## src/rtl/gf_serial_io_ctrl.sv

```systemverilog
// Framed serial I/O controller between a serial pad interface and a GF core.
// Optional WAIT watchdog is compiled in with `define GF_IO_TIMEOUT_EN.
module gf_serial_io_ctrl #(
    parameter int DATA_WIDTH = 32,
    parameter int LANES      = 1,
    parameter int TIMEOUT    = 255
) (
    input  logic                      clk,
    input  logic                      resetn,
    input  logic                      load_en,
    input  logic [LANES-1:0]          sin_a,
    input  logic [LANES-1:0]          sin_b,
    input  logic                      start,
    output logic [DATA_WIDTH-1:0]     core_a,
    output logic [DATA_WIDTH-1:0]     core_b,
    output logic                      core_start,
    input  logic                      core_done,
    input  logic [2*DATA_WIDTH-1:0]   core_mult,
    input  logic [DATA_WIDTH-1:0]     core_res,
    output logic [LANES-1:0]          sout_mult,
    output logic [LANES-1:0]          sout_res,
    output logic                      sout_valid,
    output logic                      busy,
    output logic                      done,
    output logic                      frame_err,
    output logic                      timeout
);

    localparam int W     = DATA_WIDTH;
    localparam int BEATS = W / LANES;
    localparam int CW    = $clog2(2 * BEATS) + 1;

    localparam logic [CW-1:0] LAST_LD = CW'(BEATS - 1);
    localparam logic [CW-1:0] LAST_UL = CW'(2 * BEATS - 1);

    typedef enum logic [2:0] {
        S_IDLE,
        S_LOAD,
        S_ARMED,
        S_WAIT,
        S_UNLOAD
    } state_t;

    state_t           state_q, state_d;
    logic [CW-1:0]    cnt_q, cnt_d;
    logic [W-1:0]     a_q, a_d;
    logic [W-1:0]     b_q, b_d;
    logic [2*W-1:0]   mult_q, mult_d;
    logic [W-1:0]     res_q, res_d;
    logic             ferr_q, ferr_d;
    logic             cstart;
    logic [W-1:0]     a_shift;
    logic [W-1:0]     b_shift;

`ifdef GF_IO_TIMEOUT_EN
    localparam int WDW = $clog2(TIMEOUT + 1);
    localparam logic [WDW-1:0] WD_LAST = WDW'(TIMEOUT - 1);

    logic [WDW-1:0]   wd_q, wd_d;
    logic             tmo_q, tmo_d;
`endif

    assign a_shift = {a_q[W-LANES-1:0], sin_a};
    assign b_shift = {b_q[W-LANES-1:0], sin_b};

    // State, counters and data registers; reset discards any frame in flight.
    always_ff @(posedge clk or negedge resetn) begin
        if (!resetn) begin
            state_q <= S_IDLE;
            cnt_q   <= '0;
            a_q     <= '0;
            b_q     <= '0;
            mult_q  <= '0;
            res_q   <= '0;
            ferr_q  <= 1'b0;
        end else begin
            state_q <= state_d;
            cnt_q   <= cnt_d;
            a_q     <= a_d;
            b_q     <= b_d;
            mult_q  <= mult_d;
            res_q   <= res_d;
            ferr_q  <= ferr_d;
        end
    end

`ifdef GF_IO_TIMEOUT_EN
    // Watchdog counter and sticky timeout flag.
    always_ff @(posedge clk or negedge resetn) begin
        if (!resetn) begin
            wd_q  <= '0;
            tmo_q <= 1'b0;
        end else begin
            wd_q  <= wd_d;
            tmo_q <= tmo_d;
        end
    end
`endif

    // Next-state logic: framing, launch handshake, capture and unload.
    always_comb begin
        state_d = state_q;
        cnt_d   = cnt_q;
        a_d     = a_q;
        b_d     = b_q;
        mult_d  = mult_q;
        res_d   = res_q;
        ferr_d  = ferr_q;
        cstart  = 1'b0;
`ifdef GF_IO_TIMEOUT_EN
        wd_d    = wd_q;
        tmo_d   = tmo_q;
`endif
        unique case (state_q)
            S_IDLE: begin
                if (load_en) begin
                    a_d     = a_shift;
                    b_d     = b_shift;
                    cnt_d   = CW'(1);
                    state_d = S_LOAD;
                end
            end
            S_LOAD: begin
                if (load_en) begin
                    a_d = a_shift;
                    b_d = b_shift;
                    if (cnt_q == LAST_LD) begin
                        cnt_d   = '0;
                        ferr_d  = 1'b0;
                        state_d = S_ARMED;
                    end else begin
                        cnt_d = cnt_q + CW'(1);
                    end
                end else begin
                    ferr_d  = 1'b1;
                    cnt_d   = '0;
                    state_d = S_IDLE;
                end
            end
            S_ARMED: begin
                // A new frame takes priority over a launch request.
                if (load_en) begin
                    a_d     = a_shift;
                    b_d     = b_shift;
                    cnt_d   = CW'(1);
                    state_d = S_LOAD;
                end else if (start) begin
                    cstart  = 1'b1;
                    state_d = S_WAIT;
`ifdef GF_IO_TIMEOUT_EN
                    wd_d    = '0;
                    tmo_d   = 1'b0;
`endif
                end
            end
            S_WAIT: begin
                if (core_done) begin
                    mult_d  = core_mult;
                    res_d   = core_res;
                    cnt_d   = '0;
                    state_d = S_UNLOAD;
                end else begin
`ifdef GF_IO_TIMEOUT_EN
                    if (wd_q == WD_LAST) begin
                        tmo_d   = 1'b1;
                        state_d = S_IDLE;
                    end else begin
                        wd_d = wd_q + WDW'(1);
                    end
`endif
                end
            end
            S_UNLOAD: begin
                mult_d = mult_q << LANES;
                res_d  = res_q << LANES;
                if (cnt_q == LAST_UL) begin
                    cnt_d   = '0;
                    state_d = S_IDLE;
                end else begin
                    cnt_d = cnt_q + CW'(1);
                end
            end
            default: begin
                state_d = S_IDLE;
            end
        endcase
    end

    // Output decode; serial outputs are gated to UNLOAD beats only.
    always_comb begin
        core_a     = a_q;
        core_b     = b_q;
        core_start = cstart;
        sout_valid = (state_q == S_UNLOAD);
        sout_mult  = '0;
        sout_res   = '0;
        if (state_q == S_UNLOAD) begin
            sout_mult = mult_q[2*W-1 -: LANES];
            sout_res  = res_q[W-1 -: LANES];
        end
        busy       = (state_q == S_LOAD) ||
                     (state_q == S_WAIT) ||
                     (state_q == S_UNLOAD);
        done       = (state_q == S_UNLOAD) && (cnt_q == LAST_UL);
        frame_err  = ferr_q;
`ifdef GF_IO_TIMEOUT_EN
        timeout    = tmo_q;
`else
        timeout    = 1'b0;
`endif
    end

endmodule

```

## config.mk

```make
export PLATFORM = sky130hd
export DESIGN_NAME = gf_serial_io_ctrl
export DESIGN_NICKNAME = d
export VERILOG_FILES = /design/src/rtl/gf_serial_io_ctrl.sv
export SDC_FILE = /design/constraint.sdc
export NUM_CORES = 1
export LEC_CHECK = 0
export CAP_MARGIN = 20
export CORE_MARGIN = 2
export CORE_UTILIZATION = 45
export CTS_CLUSTER_SIZE = 16
export DETAILED_ROUTE_END_ITERATION = 10
export PLACE_DENSITY = 0.72
export SLEW_MARGIN = 30
export SYNTH_ARGS = -nofsm -noshare
export SYNTH_HDL_FRONTEND = slang
export SYNTH_SLANG_ARGS = --single-unit
```

## constraint.sdc

```tcl
create_clock -name clk -period 1.6 [get_ports clk]
set_input_delay 0.24 -clock clk [delete_from_list [all_inputs] [get_ports clk]]
set_output_delay 0.24 -clock clk [all_outputs]
set_load 0.02 [all_outputs]
```

==> results, run 1 <==
- The dominant combinational cell family by area after synthesis is simple AND/OR/NAND/NOR gates.
- The flow ran to the end, but the final reports show violations.
- The area growth from synthesis to layout is 71.2%.
- The ratio of final minimum period to clock period is 1.17.
- Measured against the total synthesized area, the mux share comes to 0.104.
- The root buffer cell chosen for the clock tree is sky130_fd_sc_hd__clkbuf_16.
- The classification of the worst-slack hold path is in -> async.
- The vias after detailed routing is between 6k and 7k.
- After global routing the overflow that remains totals 0.
- The largest stage delay on the critical path is 380 ps.
- The reg-to-reg setup timing slack is -270 ps.
- The worst clock skew is roughly 10 ps.
- The internal power of the cells totals between 10 and 15 mW.
- The die height is ~130 um.
- The repair_antennas step left the layout with diodes totalling 0.
- STA puts the critical path data required time at 1910 ps.
- Entering global routing, the biggest net connects 63 pins.
- The worst-case IR drop observed on VDD is between 0.0009 and 0.001 V.
- The critical path startpoint category is a flop.
- In the final routed layout, each cell accounts on average for 21.0 um.
- Of the post-synthesis cell area, the dominant cell type holds 0.580.
- Of all nets on the critical path, the largest fanout is 10.
- Synthesis instantiated a little over 50 different standard cells from the library.
- In the synthesized netlist, the number of instances is between 700 and 800.
- Of the total synthesized cell area, the portion taken by AND, OR, NAND and NOR gates is 0.161.
- The buffer depth of the longest clock path is 2.
- The category of the most critical setup path is reg -> reg.
- The pre-antenna-repair detailed-routing pass consisted of 8 iterations.
- The first global-routing pass estimated 36,000 um of wire.
- The detailed placer's ending HPWL is 12,300 um.
- The number of global-route vias before repair is 6,866.
- The die covers between 15,000 and 20,000 sq um.
- In the synthesized netlist the dominant register cell turns out to be sky130_fd_sc_hd__dfrtp_1.
- The most used standard cell by instance count after synthesis is sky130_fd_sc_hd__dfrtp_1.
- Max-cap violations in this run came to 0.
- The clock reaches the later pin of the worst-skew pair after 430 ps.
- Across all setup checks in the final design, the least slack found is -273 ps.
- The slowest stage of the critical path belongs to the cell sky130_fd_sc_hd__dfrtp_1.
- The post-synthesis adder-cell area fraction is 0.00170.
- Yosys printed 0 warnings.
- Data arrives at the worst endpoint at roughly 2200 ps.
- The share of total power dissipated in combinational logic is 0.463.
- Clock-pin slew was measured on the worst setup and hold paths at approximately 70 ps.
- The launch instance of the worst register-to-register path is state_q[0].
- Summed over all cells, the static leakage comes to approximately 5.7 nW.
- The critical path goes through buf_4 > buf_12 > a211oi_4 > buf_4 > buf_12 > buf_12 > mux2_2.
- The xor and xnor area share after synthesis is 0.
- The number of filler instances in the final layout is about 900.
- The clock sink total is about 170.
- The core region is roughly 16,000 sq um.
- The count of buffers added on input and output ports is 173.
- The fraction of layout cells with a size suffix above 1 is 0.365.
- The power share of the sequential group is 0.342.
- TritonCTS built the clock tree.
- The number of rows in the core area is 46.
- The final setup violation count is approximately 170.
- The smallest clock period supported by the final layout is computed as approximately 1900 ps.
- In this run the mean area of a mapped cell was just over 10 sq um.
- The remaining antenna violation count is 0.
- The number of antenna violations at the first check in global routing is 0.
- Ranked by instance count, the synthesized netlist is headed by 171 x sky130_fd_sc_hd__dfrtp_1, 138 x sky130_fd_sc_hd__nand2_1, 137 x sky130_fd_sc_hd__nor2_1.
- The final-report max-slew violation count came to 0.
- Counting flops with a built-in enable in the synthesized netlist gives 0.
- The endpoint class of the critical path is a flop.
- Pin placement for this block handled ~180 I/O pins.
- The total wirelength of the detailed-routed design is 25,500 um.
- Ranked by total cell area, the synthesized netlist is headed by sky130_fd_sc_hd__dfrtp_1 58%, sky130_fd_sc_hd__mux2_2 7.3%, sky130_fd_sc_hd__nand2_1 7.0%.
- The area fraction in compound gates after synthesis is 0.110.
- The depth of the CTS H-tree is 4.
- Of the total power, the clock network draws 0.194.
- The net load switching power is ~8.6 mW.
- At the end of the flow the core is filled with cells to 0.792.
- The async set-reset flop share out of synthesis is 1.00.
- The cell area after synthesis is between 7000 and 8000 sq um.
- The power per unit of standard cell area is about 1900 nW/um^2.
- In this run the worst setup path terminates at core_a[16].
- The switching power share of the total is 0.366.
- The flip-flop and latch count after synthesis is ~170.
- The checks that failed: negative setup slack.
- The final weighted congestion in routability-driven placement is 0.829.
- The critical path starts at state_q[0].
- The detailed router finished its first iteration with roughly 460 violations.
- The initial core utilization is 0.463.
- The total nets after synthesis is just over 800.
- sky130_fd_sc_hd__dfrtp_1 takes more of the synthesized area than any other cell.
- The sequential fraction of the synthesis area is 0.580.
- In the routed design, unresolved DRC markers number 0.
- The number of nets at the end of the flow is ~1.1k.
- The overall track demand over capacity in global routing is 0.259.
- The worst setup timing slack at the placement stage is -365 ps.
- The most frequent cell on the critical path is sky130_fd_sc_hd__buf_12.
- The depth of the most critical reg-to-reg path is 7.
- The reg-to-reg endpoint is core_a[16].
- Static timing analysis puts the maximum clock frequency at 534 MHz.
- Setup repair after global routing could not meet its margin everywhere.
- The total CTS buffers is 17.
- The final number of hold-violating endpoints is 0.
- The mean number of vias per cell is 5.68.
- In this run the horizontal extent of the chip is roughly 130 um.
-- power by group through the flow --
stage                     clock [mW]  combinational [mW]  sequential, mW
after global routing            4.77                11.5            8.24
final                           4.56                10.9            8.03
after detailed placement           0                7.77            7.64
after global placement             0                7.46            7.53
after CTS                       4.55                9.21            7.69
after floorplan                    0                4.08            8.11
-- routing by layer --
metal / track usage / vias to the layer above / share of wire / wire, um
met2: 0.432 / 312 / 0.50 / 12800
met3: 0.0627 / 47 / 0.068 / 1720
met1: 0.336 / 3519 / 0.41 / 10500
met5: 0 / - / 0 / 0
li1: - / 3005 / - / -
met4: 0.0833 / 0 / 0.019 / 482
-- how the worst min path moves through the flow --
stage | from | end
detailed placement | resetn | core_a[10]
floorplan | resetn | cnt_q[0]
finish | resetn | core_a[10]
global placement | resetn | core_a[12]
CTS | resetn | mult_q[33]
global route | resetn | core_a[14]
-- timing repair --
| action | 4_1_cts | 5_1_grt |
|---|---|---|
| hold buffers | 1 | 0 |
| setup endpoints to repair | 231 | 175 |
| gates cloned | 18 | 14 |
| pin swaps | 61 | 23 |
| hold endpoints to repair | 31 | 0 |
| buffers inserted | 33 | 15 |
| resized for setup | 215 | 153 |
-- state kept, by name, indices dropped and copies added (netlist names) --
register	flops
core_a	32
core_b	32
frame_err	1
res_q	32
cnt_q	7
state_q	3
mult_q	64
-- critical path, delay by kind of cell (launching register included) --
kind / cells / cell delay, ps
buffers and inverters: 5 / 750
flip-flops: 1 / 380
multiplexers: 1 / 330
AO/OA/AOI/OAI: 1 / 280
-- cells by family after synthesis --
group / count (synthesis)
compound gates: 120
simple gates: 299
fa+ha+maj: 1
flops: 171
mux: 65
buf+inv: 54
other cells: 1
-- final cells by class --
type	instances	area [sq um]	share of cell area
inverters	4	20.0	0.00159
flip-flops and latches	171	4280	0.339
clock buffers	18	439	0.0348
clock inverters	14	205	0.0163
well taps	216	270	0.0214
repair buffers	303	3720	0.294
multi-input cells	486	3690	0.293
-- through the flow --
stage	hold slack (ps)	setup TNS (ps)	power (mW)	area [sq um]	instances
CTS	290	-17670	21.4	11600	1187
global route	319	-33250	24.6	12600	1212
global placement	169	-31180	15.0	9760	1104
finish	294	-26830	23.5	12600	1212
floorplan	-55.6	-3000	12.2	7480	711
detailed placement	173	-35400	15.4	9760	1104
-- placed cells by master, fill, tap and decap left out, drive strengths merged, types with 5 or more instances in the layout --
cell type      netlist  layout
nor2               138     138
buf                 39     125
clkdlybuf4s50        0     101
nand2              138     138
dlygate4sd2          0      65
a31oi               63      63
dfrtp              171     171
o22ai               32      32
mux2                64      64
inv                  3      10
nor3                 5       5
clkbuf              11      28
Note: power is estimated with default switching activity, not from simulation.
==> run 2: changes to the inputs <==
==> constraint.sdc (replaced) <==
create_clock -name clk -period 1.6 [get_ports clk]
set_input_delay 0.32 -clock clk [delete_from_list [all_inputs] [get_ports clk]]
set_output_delay 0.32 -clock clk [all_outputs]
set_load 0.02 [all_outputs]
==> run 2 against run 1 <==
The run still ends with negative setup slack left. Sequential share of layout area up 1.9 points. Clock power grew 2%. Global-route usage down 4.6 points. First-iteration DRC count is 5.3% higher. Worst hold slack gained 39 ps. Clock skew grew 5.0 ps. Clock-buffer cell count stayed put. Routed wire length is 12% lower. Critical path type is now reg -> out. Largest power group unchanged. Highest routed layer unchanged.
==> results, run 2 (synthesis gave the netlist of run 1 again) <==
- The run finished, with violations left.
- The final reports fail on negative setup slack.
- The initial core utilization is 0.463.
- For the worst setup path, the data required time is roughly 1300 ps.
- The overall track demand over capacity in global routing is 0.214.
- Dividing the final minimum period by the clock period gives 1.22.
- The commonest non-fill, non-tap cell in the layout is sky130_fd_sc_hd__dfrtp_1.
- The internal cell power is between 10 and 15 mW.
- The category of the most critical setup path is reg -> out.
- The peak supply drop is around 0.001 V.
- The placed standard-cell area is about 9700 sq um.
- Buffers inserted during clock tree synthesis total 17.
- Setup repair after global routing could not meet its margin everywhere.
- The total wirelength of the detailed-routed design is 22,400 um.
- The die is 132 um tall.
- The clock sink total is 171.
- Setup violations remaining at the end of the flow were counted as 171.
- The number of rows in the core area is 46.
- The count of maximum capacitance violations is 0.
- The data arrival time at the worst-slack endpoint is roughly 1600 ps.
- The final number of hold-violating endpoints is 0.
- The fraction of layout cells with a size suffix above 1 is 0.321.
- The core footprint is around 16,000 sq um.
- The clock latency on the worst-skew pair is 430 ps.
- After detailed routing, the number of vias per cell comes to 5.33.
- For this run, the post-layout net count is about 1.1k.
- The maximum clock frequency is about 510 MHz.
- Counting I/O delays and the setup requirement, the final critical path takes 1940 ps.
- For this design the total switching power over the nets is between 7 and 8 mW.
- The detailed router placed 6,343 vias in this run.
- STA classifies the critical path endpoint as an output pin.
- The register with the most flip-flops in the layout has 64 of them.
- Of the total power, combinational logic draws 0.445.
- The reg-to-reg setup timing slack is -250 ps.
- The mean routed wirelength per cell is around 19 um.
- The register name with the most flops is mult_q.
- In this run, the number of DRC markers left after iteration 0 of detailed routing was between 400 and 500.
- In the layout the commonest cells are 171 x sky130_fd_sc_hd__dfrtp_1, 125 x sky130_fd_sc_hd__nor2_1, 101 x sky130_fd_sc_hd__clkdlybuf4s50_1.
- The overall die area is about 17,000 sq um.
- The clock tree from TritonCTS is done.
- The maximum fanout count along the critical path is 4.
- The number of global-route vias before repair is 5,831.
- The area growth from synthesis to layout is 62.1%.
- The final weighted congestion in routability-driven placement is roughly 0.85.
- The critical path startpoint category is a flop.
- The finished cells cover approximately 12,000 sq um.
- The worst clock skew is approximately 15 ps.
- The wire-length estimate of the detail-placed layout is between 10,000 and 15,000 um.
- In this run the static leakage power is roughly 5.7 nW.
- The final-report max-slew violation count was 0.
- The classification of the worst-slack hold path is in -> async.
- The total negative slack for setup checks is -28,040 ps.
- The buffer depth of the longest clock path is 2.
- The share of total power dissipated in the clock network is 0.209.
- For this design the top-level I/O count stands at ~180.
- The remaining antenna violation count is 0.
- The clock transition at the register clock pins on the worst setup and hold paths after CTS is roughly 70 ps.
- The first TritonRoute pass finished after 5 iterations.
- The total global routing overflow is 0.
- The number of antenna violations at the first check in global routing is 0.
- The first global-routing pass estimated ~30,000 um of wire.
- The depth of the CTS H-tree is 4.
- Entering global routing, the biggest net connects a little over 100 pins.
- The least setup slack across all paths after layout is -345 ps.
- The repair_antennas step left the layout with diodes totalling 0.
- The power share of the sequential group is 0.347.
- The number of port buffers is between 150 and 200.
- The clock tree root driver cell is sky130_fd_sc_hd__clkbuf_16.
- The power per unit of standard cell area is between 1500 and 2000 nW/um^2.
- The switching power share of the total is 0.355.
- The horizontal extent of the die is 132 um.
- For this run, design rule violations remaining after detail routing come to 0.
-- run 2: layout make-up --
type                       instances  area, sq um
timing repair buffer             280         3190
multi-input combinational        486         3540
sequential                       171         4280
clock inverter                    14          230
tap                              216          270
inverter                           4         20.0
fill                            1038         3990
clock buffer                      18          429
-- run 2: worst paths after layout --
| path | start | end | cells after the start |
|---|---|---|---|
| hold / removal | resetn | core_b[16] | 2 |
| max in group asynchronous | resetn | res_q[10] | 3 |
| setup / recovery | state_q[1] | done | 3 |
| min in group clk | core_mult[36] | mult_q[36] | 3 |
| hold reg to reg | res_q[4] | res_q[4] | 2 |
| setup reg to reg | state_q[1] | core_b[0] | 7 |
-- run 2: power groups by stage --
stage | logic (mW) | clock network (mW) | registers, mW
after floorplan | 3.96 | 0 | 8.10
after global placement | 7.30 | 0 | 7.56
after detailed placement | 7.52 | 0 | 7.58
after CTS | 7.56 | 4.67 | 7.53
after global routing | 10.6 | 4.89 | 7.98
final | 9.95 | 4.66 | 7.75
-- run 2: worst max-delay path, stage by stage (launching register included) --
cell and delay [ps]:
sky130_fd_sc_hd__dfrtp_1 420, sky130_fd_sc_hd__or3b_4 440, sky130_fd_sc_hd__nor4_4 160, sky130_fd_sc_hd__buf_4 180
-- run 2: what timing repair did --
action | in CTS | in global routing
gates cloned | 5 | 21
buffers inserted | 9 | 26
endpoints found under the setup margin | 220 | 162
gates resized for setup | 114 | 213
pin swaps | 14 | 120
hold buffers | 1 | 0
hold endpoints to repair | 17 | 0
-- run 2: routing by layer --
metal,vias up,part of all wire,GRT usage
li1,2944,-,-
met1,3150,0.42,0.294
met2,224,0.51,0.342
met3,25,0.050,0.0492
met4,0,0.014,0.0604
met5,-,0,0
-- run 2: stage by stage --
| stage | power (mW) | std cells | hold slack [ps] | utilization | worst slack, ps |
|---|---|---|---|---|---|
| after floorplan | 12.1 | 711 | 24.4 | - | -53.0 |
| final | 22.4 | 1189 | 332 | 0.750 | -345 |
| after global routing | 23.5 | 1189 | 341 | 0.750 | -396 |
| after CTS | 19.8 | 1146 | 306 | 0.660 | -346 |
| after global placement | 14.9 | 1101 | 183 | 0.605 | -483 |
| after detailed placement | 15.1 | 1101 | 186 | 0.605 | -542 |
==> run 3: changes to the inputs <==
- CORE_MARGIN: 2 -> 3
==> run 3 against run 2 <==
The run still ends with negative setup slack left. Clock-buffer cell count unchanged. Power increased by 9.3%. Worst hold slack improved by 74 ps. Global-route usage increased by 4.4 points. Cell count increased by 2.0%. Clock power decreased by 10%. Cell area increased by 9.4%. Critical path depth increased by 1. Die area increased by 3.1%. Non-clock buffer count increased by 24. First-iteration DRC count increased by 10%. Combinational power increased by 22%. Critical path type unchanged. Critical endpoint is now sout_mult.
==> results, run 3 (synthesis gave the netlist of run 1 again) <==
- 175 I/O pins were placed.
- The maximum clock frequency is 513 MHz.
- For this configuration, the core starts out at a cell density of 0.463.
- The detailed placer's ending HPWL is between 10,000 and 15,000 um.
- Dividing the detail-routed wire length by the instance count gives about 23 um.
- Input and output buffers added on the ports amount to around 170.
- Clock-pin slew was measured on the worst setup and hold paths at 80 ps.
- The least setup slack across all paths after layout is -348 ps.
- The endpoint class of the critical path is an output pin.
- The final weighted congestion in routability-driven placement is roughly 0.8.
- The worst setup path is launched from a flop.
- The worst setup timing slack at the placement stage is -438 ps.
- The final number of hold-violating endpoints is 0.
- The register name with the most flops is mult_q.
- The maximum fanout count along the critical path is 4.
- Using the TritonRoute via totals, the vias-per-cell ratio works out to about 6.
- The initialized floorplan defines 46 standard-cell rows.
- The commonest non-fill, non-tap cell in the layout is sky130_fd_sc_hd__dfrtp_1.
- The final-report max-slew violation count came to 0.
- The routed layout has 7,089 vias.
- The core region is approximately 16,000 sq um.
- The clock sink total is between 150 and 200.
- The die covers approximately 18,000 sq um.
- The largest single stage delay on the critical path is about 470 ps.
- The cell at the slowest stage of the critical path is sky130_fd_sc_hd__or3b_4.
- The count of unresolved DRC violations after routing is 0.
- The tool flagged a number of max-cap violations equal to 0.
- The setup check on the worst reg-to-reg path leaves a slack of -280 ps.
- Of the cells placed in the final design, the portion with a size suffix greater than 1 is 0.377.
- For the worst setup path, the data arrival time is roughly 1600 ps.
- TritonCTS built the clock tree.
- The die is approximately 130 um wide.
- The depth of the most critical reg-to-reg path is 9.
- Across the routed clock network, the largest skew measured is about 15 ps.
- In the final layout, the multi-input gates occupy about 4100 sq um.
- The repair_antennas step left the layout with diodes totalling 0.
- The starting DRC count in detailed routing is between 500 and 600.
- The flip-flop count of the largest register after layout is between 60 and 70.
- The later pin in the worst-skew pair is clocked with a latency of 430 ps.
- The power per unit of standard cell area is between 1500 and 2000 nW/um^2.
- The depth of the critical timing path with buffers and inverters included is 4.
- The die height is about 130 um.
- The final period demand of the worst path is a little under 2000 ps.
- The top cell types in the final layout, fill and taps aside, are 171 x sky130_fd_sc_hd__dfrtp_1, 114 x sky130_fd_sc_hd__nand2_1, 101 x sky130_fd_sc_hd__clkdlybuf4s50_1.
- Once placement completed, the tool counted placed cells totaling between 1k and 1.5k.
- The filler cells instantiated in the layout total a little over 800.
- The buffer depth of the longest clock path is 2.
- Once layout is complete, the cells apart from fillers number ~1.2k.
- The number of nets at the end of the flow is ~1.1k.
- In this run the critical register-to-register path is launched from state_q[1].
- The clock tree root driver cell is sky130_fd_sc_hd__clkbuf_16.
- The peak supply drop is 0.00114 V.
- Summing all flip-flop and latch instances after layout gives 4280 sq um.
- The total CTS buffers is 17.
- Setup total negative slack on the finished layout was measured at -35,700 ps.
- The critical path required time is approximately 1300 ps.
- The ratio of final minimum period to clock period is 1.22.
- The number of antenna violations at the first check in global routing is 0.
- The final reports fail on negative setup slack.
- The flow ran to the end, but the final reports show violations.
- The leakage power figure is around 5.9 nW.
- The overall power of the completed layout is ~24 mW.
- From synthesis to final layout, the design area changed by 77.2%.
- Setup repair after global routing could not meet its margin everywhere.
- The number of global-route vias before repair came to roughly 6.6k.
- The most critical setup path has its endpoint at sout_mult.
- The first-pass GRT wire length is 36,000 um.
- The combined buffer and inverter count along the critical path is 2.
- The category of cells accounting for the largest share of critical-path delay is simple AND/OR/NAND/NOR gates.
- The category of the most critical setup path is reg -> out.
- In this run the worst setup path begins at state_q[1].
- The placed standard-cell area is roughly 9700 sq um.
- The total non-filler cell area in the finished layout is 13,100 sq um.
- The total global routing overflow is 0.
- The pin count of the biggest net entering global routing is 50.
- The signal on the critical path passes through or3b_4 > clkinv_4 > and2_4 > buf_6.
- For this run, the detailed router's first-pass iteration total came to 5.
- The final setup violation count is 174.
- The reg-to-reg endpoint is res_q[12].
- The detail route stage leaves a number of antenna-violating nets equal to 0.
- For this run, the total global-route usage over all layers was measured as 0.258.
- The H-tree was split into 4 levels.
- The routed design has between 20,000 and 30,000 um of wire.
- In this run the worst hold path is classified as in -> async.
==> run 3: cell types whose count changed in the layout (fill, tap and decap cells not counted), moves of 15 or more <==
cell and change:
sky130_fd_sc_hd__nor2_4 +50, sky130_fd_sc_hd__nor2_1 -43, sky130_fd_sc_hd__nand2_1 +31, sky130_fd_sc_hd__buf_16 +22, sky130_fd_sc_hd__a31oi_1 -21, sky130_fd_sc_hd__nand2_4 -19
sky130_fd_sc_hd__a31oi_4 +15
==> run 3: per-layer routing <==
metal / up-vias / global-route usage / routed length [um]
met5: - / 0 / 0
met4: 0 / 0.0939 / 1210
met3: 112 / 0.0596 / 1920
met2: 429 / 0.426 / 14200
met1: 3524 / 0.334 / 10700
li1: 3024 / - / -
==> run 3: through the flow <==
step / hold slack (ps) / util
2_1_floorplan: 24.4 / -
3_3_place_gp: 245 / 0.608
3_5_place_dp: 246 / 0.608
4_1_cts: 383 / 0.747
5_1_grt: 413 / 0.820
6_report: 406 / 0.820
==> run 3: worst min path at each step <==
stage,start,endpoint,depth (start not counted)
3_5_place_dp,resetn,core_a[7],1
6_report,resetn,mult_q[41],2
3_3_place_gp,resetn,core_a[6],1
2_1_floorplan,resetn,cnt_q[0],0
5_1_grt,resetn,mult_q[24],2
4_1_cts,resetn,core_a[7],2
==> run 3: area by class of cell <==
| class | instances | share of cell area |
|---|---|---|
| sequential | 171 | 0.327 |
| clock inverter | 14 | 0.0125 |
| tap | 216 | 0.0207 |
| timing repair buffer | 304 | 0.294 |
| clock buffer | 18 | 0.0328 |
| multi-input combinational | 486 | 0.311 |
| inverter | 4 | 0.00153 |
==> run 3: power breakdown <==
part	total (mW)	switching (mW)	internal, mW	leakage (nW)
logic	12.1	5.57	6.51	3.51
registers	8.17	1.86	6.32	2.06
clock network	4.19	1.85	2.34	0.282
total	24.4	9.27	15.2	5.86
==> run 3: timing repair <==
action                                  4_1_cts  5_1_grt
gates resized for setup                     258      179
endpoints found under the hold margin        31        0
pin swaps                                    25       66
endpoints found under the setup margin      228      175
setup buffers                                24       28
hold buffers                                  1        0
gates cloned                                 28        8
